<file path="src/rtl/tetris_control_pkg.sv">
// Shared engine command encoding used by everything that talks to the tetris engine.
package tetris_control_pkg;

    typedef enum logic [2:0] {
        NONE   = 3'd0,
        LEFT   = 3'd1,
        RIGHT  = 3'd2,
        DOWN   = 3'd3,
        ROTATE = 3'd4,
        DROP   = 3'd5
    } control_type;

endpackage

</file>
<file path="src/rtl/tetris_input_sequencer_pkg.sv">
// Sequencer state encoding and the gravity period helper.
package tetris_input_sequencer_pkg;

    typedef enum logic [1:0] {
        ST_IDLE,
        ST_START,
        ST_RUN,
        ST_HOLDOFF
    } seq_state_t;

    // A level high enough to shift the period to zero still ticks every cycle.
    function automatic int unsigned gravity_period(input int unsigned ticks, input logic [2:0] level);
        int unsigned period;
        period = ticks >> level;
        return (period == 0) ? 1 : period;
    endfunction

endpackage

</file>
<file path="src/rtl/tetris_input_sequencer_cmd_fifo.sv">
// Synchronous FIFO with flush; generic width so it can also carry UART key codes.
module cmd_fifo #(
    parameter int DEPTH = 4,
    parameter int WIDTH = 8
) (
    input  logic                     clk,
    input  logic                     reset_n,
    input  logic                     push,
    input  logic                     pop,
    input  logic                     flush,
    input  logic [WIDTH-1:0]         wdata,
    output logic [WIDTH-1:0]         rdata,
    output logic                     full,
    output logic                     empty,
    output logic [$clog2(DEPTH):0]   count
);

    localparam int AW = $clog2(DEPTH);
    localparam logic [AW:0] FULL_COUNT = (AW+1)'(DEPTH);

    logic [WIDTH-1:0] mem [DEPTH];
    logic [AW-1:0]    wr_ptr;
    logic [AW-1:0]    rd_ptr;
    logic             do_push;
    logic             do_pop;

    assign empty   = (count == '0);
    assign full    = (count == FULL_COUNT);
    assign do_pop  = pop && !empty && !flush;
    assign do_push = push && (!full || do_pop) && !flush;
    assign rdata   = mem[rd_ptr];

    always_ff @(posedge clk or negedge reset_n) begin
        if (!reset_n) begin
            wr_ptr <= '0;
            rd_ptr <= '0;
            count  <= '0;
        end else if (flush) begin
            wr_ptr <= '0;
            rd_ptr <= '0;
            count  <= '0;
        end else begin
            if (do_push) wr_ptr <= wr_ptr + 1'b1;
            if (do_pop)  rd_ptr <= rd_ptr + 1'b1;
            if (do_push && !do_pop)      count <= count + 1'b1;
            else if (do_pop && !do_push) count <= count - 1'b1;
        end
    end

    // NOTE: storage has no reset; count and pointers alone decide which entries are valid.
    always_ff @(posedge clk) begin
        if (do_push) mem[wr_ptr] <= wdata;
    end

endmodule

</file>
<file path="src/rtl/tetris_input_sequencer.sv">
// Turns user command pulses and a gravity timer into a one-cycle-per-command ctrl stream.
module tetris_input_sequencer
    import tetris_control_pkg::*;
    import tetris_input_sequencer_pkg::*;
#(
    parameter int DEPTH         = 4,
    parameter int GRAVITY_TICKS = 50_000_000,
    parameter int TIMEOUT       = 4096
) (
    input  logic                     clk,
    input  logic                     reset_n,
    input  logic                     cmd_valid,
    input  control_type              cmd,
    input  logic                     start,
    input  logic [2:0]               level,
    input  logic                     ready,
    output control_type              ctrl,
    output logic                     playing,
    output logic [$clog2(DEPTH):0]   fifo_count,
    output logic [7:0]               dropped
);

    localparam int GW = (GRAVITY_TICKS > 1) ? $clog2(GRAVITY_TICKS) : 1;
    localparam int TW = $clog2(TIMEOUT) + 1;
    localparam int CW = $bits(control_type);

    seq_state_t      state, state_next;
    control_type     ctrl_next;
    logic [GW-1:0]   grav_cnt;
    logic [GW-1:0]   grav_limit;
    logic            grav_pending;
    logic            grav_tick;
    logic            issue_grav;
    logic [TW-1:0]   tout_cnt;
    logic            timed_out;
    logic            counting;
    logic            fifo_push, fifo_pop, fifo_flush, fifo_full, fifo_empty;
    logic [CW-1:0]   fifo_rdata;
    logic            drop;

    assign counting   = (state == ST_RUN) || (state == ST_HOLDOFF);
    assign playing    = counting;
    assign grav_limit = GW'(gravity_period(GRAVITY_TICKS, level) - 1);
    assign grav_tick  = counting && (grav_cnt == grav_limit);
    assign fifo_push  = cmd_valid && (cmd != NONE) && (counting || state == ST_START) && !fifo_flush;
    assign drop       = fifo_push && fifo_full && !fifo_pop;

    // NOTE: every output of this block gets a default first so no path infers a latch.
    always_comb begin
        state_next = state;
        ctrl_next  = NONE;
        issue_grav = 1'b0;
        fifo_pop   = 1'b0;
        fifo_flush = 1'b0;
        timed_out  = 1'b0;
        case (state)
            ST_IDLE: begin
                if (start) begin
                    state_next = ST_START;
                    ctrl_next  = DOWN;
                end else if (ready) begin
                    state_next = ST_RUN;
                end
            end
            ST_START: state_next = ST_RUN;
            ST_RUN: begin
                if (start) begin
                    state_next = ST_START;
                    ctrl_next  = DOWN;
                    fifo_flush = 1'b1;
                end else if (ready) begin
                    if (grav_pending) begin
                        state_next = ST_HOLDOFF;
                        ctrl_next  = DOWN;
                        issue_grav = 1'b1;
                    end else if (!fifo_empty) begin
                        state_next = ST_HOLDOFF;
                        ctrl_next  = control_type'(fifo_rdata);
                        fifo_pop   = 1'b1;
                    end
                end else if (tout_cnt == TW'(TIMEOUT - 1)) begin
                    state_next = ST_IDLE;
                    fifo_flush = 1'b1;
                    timed_out  = 1'b1;
                end
            end
            ST_HOLDOFF: state_next = ST_RUN;
            default:    state_next = ST_IDLE;
        endcase
    end

    always_ff @(posedge clk or negedge reset_n) begin
        if (!reset_n) begin
            state        <= ST_IDLE;
            ctrl         <= NONE;
            grav_cnt     <= '0;
            grav_pending <= 1'b0;
            tout_cnt     <= '0;
            dropped      <= '0;
        end else begin
            state <= state_next;
            ctrl  <= ctrl_next;

            if (state == ST_START) begin
                grav_cnt     <= '0;
                grav_pending <= 1'b0;
                tout_cnt     <= '0;
            end else begin
                // Counter above a freshly lowered limit simply rolls over at all-ones.
                if (counting) grav_cnt <= grav_tick ? '0 : grav_cnt + 1'b1;

                if (timed_out)       grav_pending <= 1'b0;
                else if (grav_tick)  grav_pending <= 1'b1;
                else if (issue_grav) grav_pending <= 1'b0;

                if (state == ST_HOLDOFF)                     tout_cnt <= tout_cnt + 1'b1;
                else if (state == ST_RUN && (ready || timed_out)) tout_cnt <= '0;
                else if (state == ST_RUN)                    tout_cnt <= tout_cnt + 1'b1;
            end

            if (drop && dropped != 8'hFF) dropped <= dropped + 1'b1;
        end
    end

    cmd_fifo #(
        .DEPTH (DEPTH),
        .WIDTH (CW)
    ) u_cmd_fifo (
        .clk     (clk),
        .reset_n (reset_n),
        .push    (fifo_push),
        .pop     (fifo_pop),
        .flush   (fifo_flush),
        .wdata   (CW'(cmd)),
        .rdata   (fifo_rdata),
        .full    (fifo_full),
        .empty   (fifo_empty),
        .count   (fifo_count)
    );

endmodule

</file>
<file path="config.mk">
export PLATFORM = sky130hd
export DESIGN_NAME = tetris_input_sequencer
export DESIGN_NICKNAME = d
export VERILOG_FILES = /design/src/rtl/tetris_control_pkg.sv /design/src/rtl/tetris_input_sequencer_pkg.sv /design/src/rtl/tetris_input_sequencer_cmd_fifo.sv /design/src/rtl/tetris_input_sequencer.sv
export SDC_FILE = /design/constraint.sdc
export NUM_CORES = 1
export LEC_CHECK = 0
export ABC_CLOCK_PERIOD_IN_PS = 9100
export CORE_UTILIZATION = 65
export CTS_CLUSTER_DIAMETER = 30
export DETAILED_ROUTE_END_ITERATION = 10
export PLACE_DENSITY_LB_ADDON = 0.1
export RECOVER_POWER = 25
export REMOVE_ABC_BUFFERS = 1
export SYNTH_ARGS = -nofsm -noshare
export SYNTH_HDL_FRONTEND = slang
export SYNTH_SLANG_ARGS = --single-unit
</file>
<file path="constraint.sdc">
create_clock -name clk -period 9.1 [get_ports clk]
set_input_delay 2.275 -clock clk [delete_from_list [all_inputs] [get_ports clk]]
set_output_delay 2.275 -clock clk [all_outputs]
set_load 0.005 [all_outputs]
</file>
# Yosys cells after proc, flatten, opt, wreduce, memory -nomap -nowiden
# Memory sizes are Yosys's and may differ from the RTL's.
# Index checks and enable logic that the tools add are counted.
# word_totals
ramBits	12
mem_count	1
word_cells	115
ff_bits	60
inputBits	11
# classes
n_mux	50
addsub	8
reduce_logical	36
n_eq_ne	10
n_shift	1
# mem_list
memory	depth	width	rd	rd_clocked_by_memory_dff	wr	line_no	text
u_cmd_fifo.mem	4	3	1	0	1	tetris_input_sequencer_cmd_fifo.sv:21	logic [WIDTH-1:0] mem [DEPTH];
# op_table
op	n
26-bit two-way mux	4
13-bit two-way mux	4
32-bit zero test	1
26-bit by 3-bit right shift with 32-bit output (first input constant)	1
26-bit by 1-bit adder with 26-bit output (second input constant)	1
26-bit == test	1
26-bit by 1-bit subtractor with 26-bit output (second input constant)	1
2-bit two-way mux	12
1-bit two-way mux	21
3-bit two-way mux	7
1-bit logical AND	14
13-bit by 1-bit adder with 13-bit output (second input constant)	1
13-bit by 12-bit == test with 1-bit output (second input constant)	1
8-bit by 1-bit adder with 8-bit output (second input constant)	1
8-bit inequality test (second input constant)	1
4-bit nonzero test	2
1-bit zero test	6
2-bit one-hot mux with 3 select lines	1
3-bit one-hot mux with 2 select lines	1
2-bit nonzero test	3
3-bit nonzero test	2
5-bit inequality test (second input constant)	1
2-bit by 1-bit adder with 2-bit output (second input constant)	2
2-bit == test (second input constant)	2
11 further kinds	14

# Logic depth before layout (Yosys ltp)
# logic_depth
ltp_word	16
depth_mapped	12

# Hierarchy
# Synthesis repeated with hierarchy kept, for this count alone.
# hier_totals
cells_unflattened	491
hier_area_um2	4539.4
# by_module_without_submodules
mod	n_inst	area_each_um2	cells_each	seq_area_each_um2
tetris_input_sequencer	1	3564.7	416	1326.3
cmd_fifo	1	974.7	75	535.5

# Worst setup path before layout
# Ideal clock, no wire load.
# synth_path
kind	input -> register
start	in level[1]
end	reg grav_cnt[1]
arrival_time_ns	4.770
path_stages	11
n_path_buf	3
setup_time_ns	0.122
slack_ns	4.209
path_cell_list	buf_2 buf_6 nand3_1 ha_1 or4_4 a21boi_1 a221oi_2 a211oi_1 or4_1 buf_2 a32o_1
# synth_via
elab_chain_cells	9
# synth_rtl
item	line_no	text
start: declaration	tetris_input_sequencer.sv:15	input logic [2:0] level,
26-bit by 3-bit right shift with 32-bit output *	tetris_input_sequencer_pkg.sv:14	period = ticks >> level;
32-bit zero test	tetris_input_sequencer_pkg.sv:15	return (period == 0) ? 1 : period;
26-bit two-way mux *	tetris_input_sequencer_pkg.sv:15	
26-bit by 1-bit subtractor with 26-bit output *	tetris_input_sequencer.sv:43	assign grav_limit = GW'(gravity_period(GRAVITY_TICKS, level) - 1);
26-bit == test *	tetris_input_sequencer.sv:44	assign grav_tick = counting && (grav_cnt == grav_limit);
1-bit logical AND *	tetris_input_sequencer.sv:44	
26-bit two-way mux * (2 in series)	tetris_input_sequencer.sv:110	if (counting) grav_cnt <= grav_tick ? '0 : grav_cnt + 1'b1;
26-bit two-way mux *	tetris_input_sequencer.sv:104	if (state == ST_START) begin
end signal: assignment	tetris_input_sequencer.sv:110	
end: declaration	tetris_input_sequencer.sv:29	logic [GW-1:0] grav_cnt;
# Mark *: on every way between the ends. The rest lies on a longest branch, timed or not. The select of a mux whose other input is x is not followed.
# A chain may end at the register's enable or synchronous reset.

# Worst setup path after layout
# layout_path
start	in level[1]
end	reg grav_cnt[15]
# The elaborated chain is that of the path after synthesis.

==> tab_implementation.tex <==
\begin{tabular}{lr}
\hline
Metric & Value \\
\hline
\multicolumn{2}{l}{\textbf{Worst setup path}} \\
CP Data Required Time & 9.27 ns \\
WS Path Type & in -> reg \\
Critical Path Start Type & input pin \\
Crit-path max FO & 27 \\
FF-to-FF Start & state[1] \\
Reg-to-reg endpoint & u\_cmd\_fifo.count[1] \\
Critical path endpoint category & flop \\
Number of cells traversed by the worst register-to-register path & 9 \\
Worst Path Arrival & 6.19 ns \\
Slack of the worst reg-to-reg path & 5.46 ns \\
\multicolumn{2}{l}{\textbf{Final layout}} \\
Fraction of layout instances using a drive strength above 1 & 0.0775 \\
Sequential cell area & 0.00186 mm² \\
Post-layout nets & 518 \\
Area added between synthesis and finish & 9.21\% \\
FILL cells & 488 \\
Diode count & 0 \\
Area occupied by multi-input gates & 0.00250 mm² \\
Final core utilization & 0.736 \\
\multicolumn{2}{l}{\textbf{Flow run}} \\
Max Cap Violations & 1 \\
\multicolumn{2}{l}{\textbf{GRT}} \\
Initial antenna violation count & 0 \\
Via count of the first global-routing pass & 3,590 \\
Total Routing Usage GR & 0.292 \\
Overflow left after global routing & 0 \\
Global-route wire length before repair & 16,900 µm \\
Pin count of the biggest net entering global routing & 61 \\
\multicolumn{2}{l}{\textbf{Floorplanning}} \\
Die height & 85.9 µm \\
Number of rows created at floorplan & 30 \\
Top-level I/O count & 26 \\
DIE WIDTH & 85.9 µm \\
Placeable core region & 0.00679 mm² \\
Initial Utilization & 0.674 \\
Die Footprint & 0.00738 mm² \\
\multicolumn{2}{l}{\textbf{STA}} \\
Post-layout minimum cycle time & 6.02 ns \\
Worst slew slack as a fraction of its limit & -1.11 \\
Hold violation count in the final report & 0 \\
Post-route fraction of the period consumed by the critical path & 0.661 \\
Max-slew violation count & 61 \\
Max Clock Skew & 0.0117 ns \\
Count of final setup violators & 0 \\
F\_max & 0.166 GHz \\
Setup TNS & 0 ns \\
Worst-Margin Slew & 3.16 ns \\
Worst setup slack after layout & 3.08 ns \\
RSZ-0062 raised after global routing & no \\
\multicolumn{2}{l}{\textbf{Min path}} \\
Worst hold-check path type & reg -> reg \\
WHS Endpoint & tout\_cnt[11] \\
Hold Crit Start & tout\_cnt[11] \\
Cell depth of the worst hold path & 1 \\
\multicolumn{2}{l}{\textbf{Clock network}} \\
Level count of the clock H-tree & 3 \\
Number of buffers inserted for hold repair after clock tree synthesis & 0 \\
Post-CTS setup repair buffer count & 0 \\
CTS tree & yes \\
Number of buffers between clock root and the deepest sink & 2 \\
Clock tree sinks & 72 \\
Quantity of gates resized following cts & 0 \\
Root buf cell & sky130\_fd\_sc\_hd\_\_clkbuf\_8 \\
Cts bufs inserted & 9 \\
Source-to-sink clock delay at the later pin of the worst-skew pair & 0.34 ns \\
Clock transition at the registers of the reported paths & 0.08 ns \\
\multicolumn{2}{l}{\textbf{Detailed routing}} \\
Number of iterations in the first detailed-routing pass & 5 \\
Detailed router's first-iteration violation count & 284 \\
DR vias/cell & 6.44 \\
\# DRC & 0 \\
DR WL/cell & 17.0 µm \\
Count of antenna-violating nets left after detailed routing & 0 \\
Total vias in the final route & 3,855 \\
Post-Route WL & 10,200 µm \\
\multicolumn{2}{l}{\textbf{Place}} \\
Pre-CTS setup slack & 2.79 ns \\
Routability cong. & 0.934 \\
IO Port Bufs & 25 \\
DP Wirelength & 6890 µm \\
\multicolumn{2}{l}{\textbf{Synthesis}} \\
Combinational family with the most area after synthesis & simple AND/OR/NAND/NOR gates \\
Area of the mapped netlist & 0.00458 mm² \\
Synth Register Bits & 72 \\
Dominant register cell in the synthesized netlist & sky130\_fd\_sc\_hd\_\_dfrtp\_1 \\
Async set-or-reset flop fraction in the synthesized netlist & 0.833 \\
Total number of yosys warnings & 0 \\
Area share of the largest cell type after synthesis & 0.328 \\
Top cells by count, synth & sky130\_fd\_sc\_hd\_\_dfrtp\_1, sky130\_fd\_sc\_hd\_\_nand2\_1, sky130\_fd\_sc\_hd\_\_o21ai\_0 \\
Post-Syn Instances & 494 \\
Multiplexer area fraction after synthesis & 0.0238 \\
XOR/XNOR share of the synthesized area & 0.0765 \\
Area fraction in and, or, nand and nor cells after synthesis & 0.230 \\
Library cells used by synthesis & 69 \\
Leading area contributor after synthesis & sky130\_fd\_sc\_hd\_\_dfrtp\_1 \\
Part of the Yosys area used for sequential elements & 0.407 \\
Post-synthesis share of cell area spent on full adders, half adders and majority gates & 0.0262 \\
Main area contributors after synthesis & sky130\_fd\_sc\_hd\_\_dfrtp\_1, sky130\_fd\_sc\_hd\_\_edfxtp\_1, sky130\_fd\_sc\_hd\_\_xnor2\_1 \\
Post-synthesis compound-gate area fraction & 0.188 \\
Number of synthesized flops with an enable pin & 12 \\
Most frequent cell after synthesis & sky130\_fd\_sc\_hd\_\_dfrtp\_1 \\
Post-Synthesis Mean Instance Area & 9.26 µm² \\
\multicolumn{2}{l}{\textbf{Pwr}} \\
Leakage & 1.97 nW \\
Maximum vdd ir drop & 145 µV \\
P per Cell Area & 202 mW/mm² \\
\multicolumn{2}{l}{\textbf{Status}} \\
Violations in the final reports & max-capacitance violations, max-slew violations \\
Result of the run & complete, but fails checks \\
\hline
\end{tabular}
[cell usage in the layout (no fill, tap or decap), types with 7 or more instances in the layout]
cell type and count:
sky130_fd_sc_hd__nand2b_1 7, sky130_fd_sc_hd__xor2_1 15, sky130_fd_sc_hd__and3_1 12, sky130_fd_sc_hd__xnor2_1 25, sky130_fd_sc_hd__ha_1 8, sky130_fd_sc_hd__clkbuf_8 9, sky130_fd_sc_hd__nor3_1 10, sky130_fd_sc_hd__o21ai_0 40
sky130_fd_sc_hd__and2_1 9, sky130_fd_sc_hd__a21oi_1 19, sky130_fd_sc_hd__inv_1 12, sky130_fd_sc_hd__nor2b_1 13, sky130_fd_sc_hd__nand2_1 48, sky130_fd_sc_hd__nand3_1 19, sky130_fd_sc_hd__nand4_1 11, sky130_fd_sc_hd__a211oi_1 7
sky130_fd_sc_hd__edfxtp_1 12, sky130_fd_sc_hd__nor2_1 25, sky130_fd_sc_hd__clkdlybuf4s50_1 21, sky130_fd_sc_hd__dfrtp_1 60, sky130_fd_sc_hd__a32o_1 7
[report_power, final]
part / total (mW) / switching [mW] / internal, mW
logic: 0.308 / 0.162 / 0.145
registers: 0.449 / 0.0739 / 0.375
clock network: 0.252 / 0.126 / 0.127
total: 1.01 / 0.362 / 0.647
[how the worst max path moves through the flow]
stage | start | endpoint | slack, ns | depth (start not counted)
global route | level[1] | grav_cnt[3] | 2.80 | 10
finish | level[1] | grav_cnt[15] | 3.08 | 10
detailed placement | level[1] | grav_cnt[15] | 2.79 | 10
CTS | level[1] | grav_cnt[15] | 3.16 | 10
global placement | level[1] | grav_cnt[4] | 2.94 | 10
floorplan | level[1] | grav_cnt[1] | 4.37 | 9
[layout make-up]
class,count,area share
clock inverters,7,0.0140
inverters,12,0.00901
repair buffers,30,0.0558
clock buffers,9,0.0248
multi-input cells,373,0.500
well taps,96,0.0240
flip-flops and latches,72,0.372
[sequential cells by signal (all words and copies together) (netlist names)]
| name | count |
|---|---|
| tout_cnt | 13 |
| u_cmd_fifo.mem | 12 |
| grav_cnt | 26 |
| ctrl | 3 |
| dropped | 8 |
| u_cmd_fifo.rd_ptr | 2 |
| grav_pending | 1 |
| u_cmd_fifo.wr_ptr | 2 |
| state | 2 |
| u_cmd_fifo.count | 3 |
[cells by family (layout without fill, tap and decap cells)]
kind of cell | Yosys count | in the layout
AO/OA/AOI/OAI | 124 | 124
XOR/XNOR | 40 | 40
adder cells (fa/ha/maj) | 9 | 9
buffers and inverters | 49 | 58
flip-flops | 72 | 72
multiplexers | 7 | 7
AND/OR/NAND/NOR | 193 | 193
[routing by layer]
layer | up-vias | track usage | wire [µm]
met5 | - | 0 | 0
met4 | 0 | 0.103 | 55
met3 | 10 | 0.0568 | 514
met2 | 136 | 0.480 | 5210
met1 | 1886 | 0.388 | 4390
li1 | 1823 | - | -
[per-stage QoR]
stage / instances / total power [mW] / instance area [µm²] / hold slack (ns)
final: 599 / 1.01 / 5000 / 0.488
after global routing: 599 / 1.07 / 5000 / 0.520
after CTS: 599 / 1.01 / 5000 / 0.485
after detailed placement: 583 / 0.757 / 4810 / 0.466
after global placement: 583 / 0.740 / 4810 / 0.468
after floorplan: 457 / 0.639 / 4400 / 0.438
[worst max-delay path, cell delays in order]
cell	delay (ns)
sky130_fd_sc_hd__clkdlybuf4s50_1	1.07
sky130_fd_sc_hd__and2_1	0.33
sky130_fd_sc_hd__nand2b_1	0.08
sky130_fd_sc_hd__ha_1	0.27
sky130_fd_sc_hd__or4_4	0.45
sky130_fd_sc_hd__a21boi_1	0.15
sky130_fd_sc_hd__a221oi_2	0.21
sky130_fd_sc_hd__a211oi_1	0.12
sky130_fd_sc_hd__o41ai_4	0.96
sky130_fd_sc_hd__o21ai_0	0.25
Power figures use the tool's default switching activity.
